### src/rtl/conv_window_scheduler.sv
// conv_window_scheduler: walks every output window per filter, drives the conv unit and streams addressed results
module conv_window_scheduler #(
   parameter int IMG_SIZE = 32,
   parameter int K        = 5,
   parameter int STRIDE   = 1,
   parameter int CONV_LAT = 1,
   parameter int ADDR_W   = 16
) (
   input  logic              clk,
   input  logic              rst,
   input  logic              start,
   input  logic [3:0]        num_filters,
   output logic              busy,
   output logic              done,
   output logic              win_req,
   output logic [5:0]        win_row,
   output logic [5:0]        win_col,
   output logic [3:0]        win_filter,
   input  logic              win_ack,
   output logic              conv_start,
   input  logic [15:0]       conv_result,
   output logic              out_valid,
   output logic [15:0]       out_data,
   output logic [ADDR_W-1:0] out_addr,
   input  logic              out_ready
);
   localparam int OD = (IMG_SIZE - K) / STRIDE + 1;
   typedef enum logic [2:0] {IDLE, REQ, CONV, WAIT, WRITE, DONE} state_t;
   state_t      state;
   logic [3:0]  nf;
   logic [7:0]  cnt;
   logic [31:0] addr_calc;
   logic        last_col, last_row, last_pos;
   assign last_col  = win_col == 6'(OD - 1);
   assign last_row  = win_row == 6'(OD - 1);
   assign last_pos  = last_col && last_row && (win_filter == nf - 4'd1);
   assign addr_calc = 32'(win_filter) * 32'(OD * OD) + 32'(win_row) * 32'(OD) + 32'(win_col);
   // sequencer: request window, pulse conv, wait latency, hand result to the store, advance position
   always_ff @(posedge clk) begin
      if (rst) begin
         state      <= IDLE;
         busy       <= 1'b0;
         done       <= 1'b0;
         win_req    <= 1'b0;
         conv_start <= 1'b0;
         out_valid  <= 1'b0;
         win_row    <= '0;
         win_col    <= '0;
         win_filter <= '0;
         out_data   <= '0;
         out_addr   <= '0;
         nf         <= '0;
         cnt        <= '0;
      end else begin
         done       <= 1'b0;
         conv_start <= 1'b0;
         case (state)
            IDLE: if (start) begin
               busy       <= 1'b1;
               nf         <= num_filters;
               win_row    <= '0;
               win_col    <= '0;
               win_filter <= '0;
               state      <= (num_filters == 4'd0) ? DONE : REQ;
               done       <= num_filters == 4'd0;
               win_req    <= num_filters != 4'd0;
            end
            REQ: if (win_ack) begin
               win_req    <= 1'b0;
               conv_start <= 1'b1;
               state      <= CONV;
            end
            CONV: begin
               cnt   <= '0;
               state <= WAIT;
            end
            WAIT: if (cnt == 8'(CONV_LAT - 1)) begin
               out_data  <= conv_result;
               out_addr  <= addr_calc[ADDR_W-1:0];
               out_valid <= 1'b1;
               state     <= WRITE;
            end else begin
               cnt <= cnt + 8'd1;
            end
            WRITE: if (out_ready) begin
               out_valid  <= 1'b0;
               win_col    <= last_col ? 6'd0 : win_col + 6'd1;
               win_row    <= last_pos ? 6'd0 : last_col ? (last_row ? 6'd0 : win_row + 6'd1) : win_row;
               win_filter <= last_pos ? 4'd0 : (last_col && last_row) ? win_filter + 4'd1 : win_filter;
               state      <= last_pos ? DONE : REQ;
               done       <= last_pos;
               win_req    <= !last_pos;
            end
            DONE: begin
               busy  <= 1'b0;
               state <= IDLE;
            end
            default: state <= IDLE;
         endcase
      end
   end
endmodule

### config.mk
export PLATFORM = sky130hd
export DESIGN_NAME = conv_window_scheduler
export DESIGN_NICKNAME = d
export VERILOG_FILES = /design/src/rtl/conv_window_scheduler.sv
export SDC_FILE = /design/constraint.sdc
export NUM_CORES = 1
export LEC_CHECK = 0
export CAP_MARGIN = 20
export CORE_MARGIN = 4
export CORE_UTILIZATION = 58
export CTS_BUF_LIST = sky130_fd_sc_hd__clkbuf_2
export DETAILED_ROUTE_END_ITERATION = 16
export GPL_TIMING_DRIVEN = 0
export PLACE_DENSITY = 0.95
export SYNTH_ARGS = -nofsm -noshare
export SYNTH_HDL_FRONTEND = slang
export SYNTH_SLANG_ARGS = --single-unit
### constraint.sdc
create_clock -name clk -period 9.1 [get_ports clk]
set_clock_uncertainty 0.2 [all_clocks]
set_input_delay 0.91 -clock clk [delete_from_list [all_inputs] [get_ports clk]]
set_output_delay 0.91 -clock clk [all_outputs]
set_load 0.01 [all_outputs]
==> results of run 1 <==
-- synthesized netlist by cell type, types with 4 or more instances --
cell      instances
nand2_1          72
dfxtp_1          67
a21oi_1          48
ha_1             41
inv_1            31
nor2_1           28
xnor2_1          23
nor3_1           15
nand3_1          14
clkbuf_1         11
o21ai_0          11
fa_1              9
xor2_1            9
nand4_1           8
a211oi_1          7
and3_1            6
buf_2             6
a21o_1            5
buf_4             4
nor2b_1           4
or4_1             4
-- power groups by stage --
stage | logic (mW) | clock network, mW | registers, mW
2_1_floorplan | 0.114 | 0 | 0.337
3_3_place_gp | 0.183 | 0 | 0.332
3_5_place_dp | 0.190 | 0 | 0.334
4_1_cts | 0.192 | 0.217 | 0.328
5_1_grt | 0.211 | 0.231 | 0.331
6_report | 0.193 | 0.216 | 0.328
-- cells by family after synthesis --
logic type      synth area share (%)
other cells                   0.0926
mux                             1.02
flops                           33.1
xor+xnor                        6.92
fa+ha+maj                       17.1
compound gates                  14.8
buf+inv                         6.03
simple gates                    20.9
-- worst paths after layout --
kind / cells after the start / endpoint / start / slack (ns)
setup / recovery: 14 / out_addr[14]$_SDFFE_PP0P_ / win_row[3]$_SDFFE_PP0P_ / 4.62
hold / removal: 2 / out_data[7]$_SDFFE_PP0P_ / out_data[7]$_SDFFE_PP0P_ / 0.27
setup reg to reg: 14 / out_addr[14]$_SDFFE_PP0P_ / win_row[3]$_SDFFE_PP0P_ / 4.62
hold reg to reg: 2 / out_data[7]$_SDFFE_PP0P_ / out_data[7]$_SDFFE_PP0P_ / 0.27
-- metal layers --
| layer | up-vias | routed length [um] |
|---|---|---|
| li1 | 1806 | - |
| met1 | 1765 | 4210 |
| met2 | 168 | 5340 |
| met3 | 35 | 669 |
| met4 | 0 | 308 |
| met5 | - | 0 |
-- registers in the layout, summed over array words and instances (netlist names) --
name	flops
out_addr	15
conv_start	1
win_req	1
out_valid	1
cnt	8
nf	4
win_row	6
done	1
win_filter	4
out_data	16
win_col	6
busy	1
state	3
-- worst min-delay path: stages (launching register included) --
cell and delay (ns):
dfxtp_1 0.36, nand2_1 0.05, a21oi_1 0.05
-- layout make-up --
cell class | count | area (um2)
multi-input combinational | 356 | 2460
fill | 470 | 1730
inverter | 31 | 116
clock inverter | 7 | 98.8
buffer | 24 | 128
clock buffer | 9 | 45.0
timing repair buffer | 75 | 751
sequential | 67 | 1340
tap | 96 | 120
==> results by group, run 1 <==
Placed design
  – # placed instances: between 600 and 700
  – Dpl ws: approximately 4.8 ns
  – DPL Wire Length: 7750 um
  – Placed cell areas: roughly 4900 um2
  – Number of port buffers: 75
  – GP Congestion: 0.953

Worst setup path
  – Crit path max fanout: 9
  – Top delay family on crit path: adder cells
  – Worst path cell trace: fa_1 > ha_1 > a21o_1 > a21oi_1 > o21ai_0 > a21oi_1 > xnor2_1 > ha_1 > ha_1 > and3_1 > nor2b_1 > a211oi_1 > or4b_1 > a21oi_1
  – Worst path max stage delay: 0.66 ns
  – Crit end category: register
  – Critical path buffer and inverter count: 0
  – Critical Path Start Type: register
  – Worst EP required: 9.39 ns
  – Slowest CP cell: dfxtp_1
  – Arr. time, crit path: 4.77 ns
  – WS Path Type: reg -> reg

Timing
  – Slew Limit Fails: 0
  – RSZ-0062 raised after global routing: false
  – Slew headroom: between 50% and 60%
  – # setup viols final: 0
  – Final Critical Period: 4.48 ns
  – Max Freq: 223 MHz
  – Final Hold Fails: 0
  – Measured slew at the worst slew-check pin: around 0.66 ns
  – Final period utilization: between 40% and 50%
  – Hold WS: approximately 0.27 ns
  – Fin Setup TNS: 0 ns
  – Fin worst setup slack: around 4.6 ns

Global routing
  – GR Util met2: ~46%
  – First-pass GRT wire length: between 15000 and 20000 um
  – Busiest layer in global routing: met2
  – Grt total ovfl: 0
  – GRT Overall Usage: a little over a quarter
  – Largest net degree at the start of global routing: 14
  – GRT met1 Usage: 30.0%
  – Vias in the first global route: approximately 3800
  – Initial antenna violation count: 0
  – GR Util met3: around 6.4%

Synth
  – Synthesis-stage register bit count: 67
  – Top-area cell type share of the netlist area: 33.1%
  – Mapped Cells: ~480
  – Post-synthesis sequential area ratio: about 33%
  – Area leader, netlist: dfxtp_1
  – Most used DFF post-synth: dfxtp_1
  – Yosys Warn Count: 0
  – Syn avg cell area: around 8.5 um2
  – Cell area after synthesis: between 4000 and 5000 um2
  – Top cells by area, synth: dfxtp_1 33%, ha_1 13%, nand2_1 6.7%, a21oi_1 5.9%, xnor2_1 5.0%
  – Fraction of registers with async set/reset: 0%
  – Post-synth EDFFs: 0
  – Post-synthesis cell type count: 60
  – Net Count, Synth: 553

Clock network
  – H-Tree Depth: 3
  – Worst skew pair latency: around 0.54 ns
  – CTS Sinks: 67
  – TritonCTS Buffers: 9
  – # resized after CTS: 0
  – Clock slew at reported path FFs: roughly 0.21 ns
  – Post-CTS setup buffer count: 0
  – Hold bufs inserted after CTS: 0
  – Clock root cell: clkbuf_2
  – CTS tree: done
  – CTS max path bufs: 2

Final layout
  – Final nets: approximately 640
  – Commonest non-fill, non-tap cells in the layout: 75 x clkdlybuf4s50_1, 72 x nand2_1, 67 x dfxtp_1, 48 x a21oi_1, 41 x ha_1
  – Final core utilization: about three quarters
  – Commonest non-fill, non-tap cell in the layout: clkdlybuf4s50_1
  – Layout area overhead: 25.1%
  – Ant diodes: 0
  – Design Area, Final: a little over 5000 um2
  – Fin cells: roughly 670
  – Share of layout cells above drive strength 1: 7.21%

Power
  – Power share of the sequential group: between 40% and 50%
  – P_sw: roughly 0.25 mW
  – Internal power: about 0.5 mW
  – Leak pwr: 2.08 nW
  – Max VDD drop: around 0.095 mV
  – Power, Total: 0.738 mW
  – PwrDens: around 150 nW/um2
  – Switching Share: 33.6%
  – Comb pwr share: a little over a quarter
  – Clock power share: between 20% and 30%

Routing
  – Vias: about 3800
  – Initial DRC count: 202
  – Detailed Route WL: 10500 um
  – Antenna Violating Nets Remaining: 0
  – TritonRoute pass-1 iters: 5
  – DRC viols: 0
  – Wire per inst: ~16 um
  – Vias/cell: about 5.7

Floorplan
  – Die X: between 90 and 100 um
  – Starting Density: between 50% and 60%
  – Core Region: 6790 um2
  – Die height: just over 90 um
  – Row count: 30
  – Die Footprint: 8380 um2
  – IO Count: slightly below 80

Outcome
  – Status: finished, final reports clean

Flow run
  – Max Cap Violations: 0

Hold path
  – Min-Delay Path Class: reg -> reg
No activity file was read; power rests on OpenSTA's default activity.
==> inputs of run 2 (changes only) <==
--- a/config.mk
+++ b/config.mk
@@ -7,7 +7,7 @@
 export LEC_CHECK = 0
 export CAP_MARGIN = 20
 export CORE_MARGIN = 4
-export CORE_UTILIZATION = 58
+export CORE_UTILIZATION = 54
 export CTS_BUF_LIST = sky130_fd_sc_hd__clkbuf_2
 export DETAILED_ROUTE_END_ITERATION = 16
 export GPL_TIMING_DRIVEN = 0
==> constraint.sdc (replaced) <==
create_clock -name clk -period 4.55 [get_ports clk]
set_clock_uncertainty 0.2 [all_clocks]
set_input_delay 0.455 -clock clk [delete_from_list [all_inputs] [get_ports clk]]
set_output_delay 0.455 -clock clk [all_outputs]
set_load 0.01 [all_outputs]
==> results by group, run 2 (synthesized netlist as in run 1, its figures left out) <==
Power
  – PwrDens: 278 nW/um2
  – Power, Total: between 1 and 1.5 mW
  – Leak pwr: 2.07 nW
  – Max VDD drop: roughly 0.11 mV

Final layout
  – Max reg flops: 16
  – Share of layout cells above drive strength 1: ~7.7%
  – Ant diodes: 0
  – Commonest non-fill, non-tap cells in the layout: 75 x clkdlybuf4s50_1, 72 x nand2_1, 64 x dfxtp_1, 48 x a21oi_1, 41 x ha_1
  – Design Area, Final: roughly 5000 um2
  – Sequential Area: 1350 um2
  – Layout area overhead: 24.8%
  – Commonest non-fill, non-tap cell in the layout: clkdlybuf4s50_1
  – # fillers: 554
  – Fin cells: approximately 670
  – Top flop regs: out_data (16), out_addr (15), cnt (8)
  – Final nets: 640
  – Largest reg by FF count: out_data
  – Final core utilization: between 60 and 70%
  – Multi-input logic area: between 2000 and 2500 um2

Worst setup path
  – WS Path Type: reg -> reg
  – Crit end category: register
  – Worst EP required: 4.83 ns
  – RR Startpoint: win_row[0]$_SDFFE_PP0P_
  – RR Endpoint: out_addr[14]$_SDFFE_PP0P_
  – Critical Path Start Type: register
  – Worst R2R Path Depth: 15
  – Reg2reg setup slack: 0.30 ns
  – Crit path max fanout: 7
  – Arr. time, crit path: roughly 4.5 ns

Hold path
  – Worst hold start: conv_result[5]
  – Min-Delay Path Class: in -> reg
  – Worst hold path depth: 3
  – Worst Hold End: out_data[5]$_SDFFE_PP0P_

Global routing
  – First-pass GRT wire length: between 15000 and 20000 um
  – Grt total ovfl: 0
  – Largest net degree at the start of global routing: 13
  – Vias in the first global route: approximately 3700
  – GRT Overall Usage: ~24%
  – Initial antenna violation count: 0

Timing
  – Fin worst setup slack: a little under 0.3 ns
  – Fin Setup TNS: 0 ns
  – Slew headroom: between 50% and 60%
  – Measured slew at the worst slew-check pin: between 0.6 and 0.7 ns
  – RSZ-0062 raised after global routing: false
  – # setup viols final: 0
  – Final period utilization: between 90% and 100%
  – Final Hold Fails: 0
  – Hold WS: roughly 0.22 ns
  – Final Critical Period: between 4 and 5 ns
  – Slew Limit Fails: 0
  – Max Freq: 235 MHz

Floorplan
  – Starting Density: 55.8%
  – Die height: ~95 um
  – Die X: between 90 and 100 um
  – Core Region: 7250 um2
  – Row count: 31
  – IO Count: around 80
  – Die Footprint: around 9000 um2

Placed design
  – Number of port buffers: 75
  – DPL Wire Length: just under 8000 um
  – Placed cell areas: about 5000 um2
  – GP Congestion: 0.863
  – Dpl ws: 0.205 ns
  – # placed instances: roughly 650

Clock network
  – CTS max path bufs: 2
  – Clock slew at reported path FFs: between 0.2 and 0.25 ns
  – TritonCTS Buffers: 9
  – H-Tree Depth: 3
  – CTS Sinks: 67
  – CTS tree: done
  – Post-CTS setup buffer count: 0
  – Worst skew pair latency: roughly 0.54 ns
  – Clock root cell: clkbuf_2

Flow run
  – Max Cap Violations: 0

Routing
  – Vias/cell: between 5 and 6
  – Antenna Violating Nets Remaining: 0
  – Vias: 3746
  – DRC viols: 0
  – TritonRoute pass-1 iters: 5
  – Detailed Route WL: around 10000 um
  – Initial DRC count: between 200 and 250
  – Wire per inst: ~15 um

Outcome
  – Status: finished, final reports clean
==> run 2: final cells by class <==
type | count | share of cell area (%)
Buffer | 24 | 2.53
Clock buffer | 9 | 0.892
Clock inverter | 7 | 1.36
Inverter | 31 | 2.30
Multi-Input combinational cell | 356 | 48.8
Sequential cell | 67 | 26.6
Tap cell | 99 | 2.45
Timing Repair Buffer | 76 | 15.1
==> run 2: worst max-delay path, stage by stage (launching register included) <==
cell and delay (ns):
dfxtp_1 0.45, fa_1 0.58, ha_1 0.16, inv_1 0.06
fa_1 0.40, nor2b_1 0.16, o21ai_0 0.12, nand2_1 0.10
xnor2_1 0.14, ha_1 0.27, ha_1 0.38, and3_1 0.23
nor2b_1 0.16, a211oi_1 0.12, or4b_1 0.52, a21oi_1 0.14
==> run 2: power by group <==
| group | switching (mW) | total [mW] | internal (mW) |
|---|---|---|---|
| combinational | 0.218 | 0.385 | 0.167 |
| sequential | 0.0305 | 0.656 | 0.626 |
| clock | 0.237 | 0.361 | 0.124 |
==> run 2: layer usage <==
| layer | up-vias | part of all wire [%] | global-route usage, % |
|---|---|---|---|
| met5 | - | 0 | 0 |
| met4 | 0 | 1.5 | 7.69 |
| met1 | 1766 | 42 | 28.9 |
| li1 | 1813 | - | - |
| met3 | 18 | 6.6 | 5.42 |
| met2 | 149 | 50 | 43.0 |
==> run 2: worst max path at each step <==
stage | startpoint | to | slack (ns)
after floorplan | win_row[3]$_SDFFE_PP0P_ | out_addr[14]$_SDFFE_PP0P_ | 0.53
after global placement | win_row[3]$_SDFFE_PP0P_ | out_addr[14]$_SDFFE_PP0P_ | 0.30
after detailed placement | win_row[3]$_SDFFE_PP0P_ | out_addr[14]$_SDFFE_PP0P_ | 0.20
after CTS | win_row[3]$_SDFFE_PP0P_ | out_addr[14]$_SDFFE_PP0P_ | 0.17
after global routing | win_row[3]$_SDFFE_PP0P_ | out_addr[14]$_SDFFE_PP0P_ | 0.003
final | win_row[0]$_SDFFE_PP0P_ | out_addr[14]$_SDFFE_PP0P_ | 0.30
==> run 2: repair_timing <==
item	in CTS	in global routing
hold endpoints to repair	1	0
hold buffers	1	0
endpoints found under the setup margin	0	4
resized for setup	0	3
==> inputs of run 3 (changes only) <==
--- a/config.mk
+++ b/config.mk
@@ -6,12 +6,14 @@
 export NUM_CORES = 1
 export LEC_CHECK = 0
 export CAP_MARGIN = 20
+export CELL_PAD_IN_SITES_DETAIL_PLACEMENT = 0
+export CELL_PAD_IN_SITES_GLOBAL_PLACEMENT = 1
 export CORE_MARGIN = 4
-export CORE_UTILIZATION = 54
+export CORE_UTILIZATION = 40
 export CTS_BUF_LIST = sky130_fd_sc_hd__clkbuf_2
 export DETAILED_ROUTE_END_ITERATION = 16
 export GPL_TIMING_DRIVEN = 0
-export PLACE_DENSITY = 0.95
+export PLACE_DENSITY = 0.94
 export SYNTH_ARGS = -nofsm -noshare
 export SYNTH_HDL_FRONTEND = slang
 export SYNTH_SLANG_ARGS = --single-unit
==> results by group, run 3 (synthesized netlist as in run 1, its figures left out) <==
Outcome
  – Status: finished, final reports clean

Timing
  – Slew headroom: between 50% and 60%
  – Fin worst setup slack: around 0.34 ns
  – Final Hold Fails: 0
  – Fin Setup TNS: 0 ns
  – # setup viols final: 0
  – Final Critical Period: 4.21 ns
  – RSZ-0062 raised after global routing: false
  – Final period utilization: 92.6%
  – Slew Limit Fails: 0
  – Measured slew at the worst slew-check pin: ~0.67 ns
  – Max Freq: between 200 and 250 MHz

Power
  – PwrDens: between 200 and 300 nW/um2
  – Leak pwr: approximately 2.1 nW
  – Max VDD drop: 0.136 mV

Global routing
  – Grt total ovfl: 0
  – First-pass GRT wire length: about 17000 um
  – GRT Overall Usage: between 10% and 20%
  – Vias in the first global route: about 3500
  – Initial antenna violation count: 0
  – Largest net degree at the start of global routing: 13

Worst setup path
  – Crit path max fanout: 6
  – Worst setup path end: out_addr[14]$_SDFFE_PP0P_
  – Worst R2R Path Depth: 14
  – Crit end category: register
  – CP startpoint: win_row[1]$_SDFFE_PP0P_
  – RR Startpoint: win_row[1]$_SDFFE_PP0P_
  – Reg2reg setup slack: ~0.34 ns
  – Arr. time, crit path: around 4.5 ns
  – WS Path Type: reg -> reg
  – Worst EP required: 4.80 ns
  – Critical Path Start Type: register
  – RR Endpoint: out_addr[14]$_SDFFE_PP0P_

Routing
  – Wire per inst: between 10 and 15 um
  – Detailed Route WL: 10200 um
  – Vias/cell: just over 5
  – TritonRoute pass-1 iters: 5
  – Antenna Violating Nets Remaining: 0
  – DRC viols: 0
  – Initial DRC count: between 150 and 200
  – Vias: about 3700

Flow run
  – Max Cap Violations: 0

Floorplan
  – Die Footprint: 11800 um2
  – IO Count: between 70 and 80
  – Die X: between 100 and 150 um
  – Core Region: roughly 10000 um2
  – Die height: 109 um
  – Row count: 36
  – Starting Density: 41.2%

Hold path
  – Worst hold start: out_data[4]$_SDFFE_PP0P_
  – Min-Delay Path Class: reg -> reg

Placed design
  – Dpl ws: around 0.17 ns
  – GP Congestion: around 0.87
  – Number of port buffers: 75
  – DPL Wire Length: 7800 um
  – Placed cell areas: approximately 5000 um2

Clock network
  – Worst skew pair latency: about 0.51 ns
  – H-Tree Depth: 3
  – Post-CTS setup buffer count: 0
  – Clock slew at reported path FFs: ~0.22 ns
  – Clock root cell: clkbuf_2
  – TritonCTS Buffers: 9
  – CTS max path bufs: 2
  – CTS tree: done
  – CTS Sinks: 67

Final layout
  – Commonest non-fill, non-tap cells in the layout: 75 x clkdlybuf4s50_1, 72 x nand2_1, 65 x dfxtp_1, 48 x a21oi_1, 41 x ha_1
  – Design Area, Final: about 5100 um2
  – Final nets: between 600 and 700
  – Max reg flops: 16
  – Final core utilization: between 50 and 60%
  – Share of layout cells above drive strength 1: under 10%
  – Commonest non-fill, non-tap cell in the layout: clkdlybuf4s50_1
  – Top flop regs: out_data (16), out_addr (15), cnt (8)
  – Layout area overhead: 27.0%
  – Ant diodes: 0
  – Largest reg by FF count: out_data
run 3: worst max-delay path, stage by stage (launching register included):
cell and delay, ns:
dfxtp_1 0.54, fa_1 0.46, ha_1 0.31, a21o_1 0.18, a21oi_1 0.22, o21ai_0 0.12
a21oi_1 0.18, xnor2_1 0.16, ha_1 0.27, ha_1 0.36, and3_1 0.21, nor2b_1 0.14
a211oi_1 0.12, or4b_1 0.53, a21oi_1 0.15
run 3: through the flow:
| step | total power [mW] | hold WS (ns) | instances |
|---|---|---|---|
| after global routing | 1.60 | 0.224 | 703 |
| after detailed placement | 1.05 | 0.248 | 686 |
| after global placement | 1.04 | 0.242 | 686 |
| final | 1.51 | 0.267 | 703 |
| after CTS | 1.52 | 0.0107 | 702 |
| after floorplan | 0.903 | 0.270 | 478 |
run 3: how the worst min path moves through the flow:
stage | endpoint | slack [ns] | depth (start not counted)
after floorplan | out_addr[1]$_SDFFE_PP0P_ | 0.27 | 2
after global placement | out_data[11]$_SDFFE_PP0P_ | 0.24 | 2
after detailed placement | out_data[4]$_SDFFE_PP0P_ | 0.25 | 2
after CTS | out_addr[8]$_SDFFE_PP0P_ | 0.01 | 3
after global routing | out_data[7]$_SDFFE_PP0P_ | 0.22 | 3
final | out_data[4]$_SDFFE_PP0P_ | 0.27 | 2
run 3: metal layers:
| metal | vias up | track usage [%] | wire length [um] |
|---|---|---|---|
| met2 | 115 | 29.7 | 4720 |
| met5 | - | 0 | 0 |
| li1 | 1811 | - | - |
| met4 | 0 | 4.69 | 145 |
| met1 | 1710 | 22.3 | 4570 |
| met3 | 18 | 5.01 | 724 |
run 3: what timing repair did:
item                                    4_1_cts  5_1_grt
hold buffers                                  0        1
resized for setup                             0        2
endpoints found under the setup margin        0        4
hold endpoints to repair                      0        2
run 3: cell type report:
| cell class | instances | area (um2) |
|---|---|---|
| timing repair buffer | 76 | 761 |
| buffer | 24 | 128 |
| clock buffer | 9 | 45.0 |
| multi-input combinational | 356 | 2460 |
| fill | 948 | 4680 |
| inverter | 31 | 116 |
| clock inverter | 7 | 116 |
| sequential | 67 | 1340 |
| tap | 133 | 166 |
run 3: power by group:
| group | leakage [nW] | internal, mW | switching, mW | total (mW) |
|---|---|---|---|---|
| Combinational | 1.46 | 0.169 | 0.218 | 0.387 |
| Sequential | 0.544 | 0.626 | 0.0289 | 0.655 |
| Clock | 0.0935 | 0.236 | 0.233 | 0.469 |
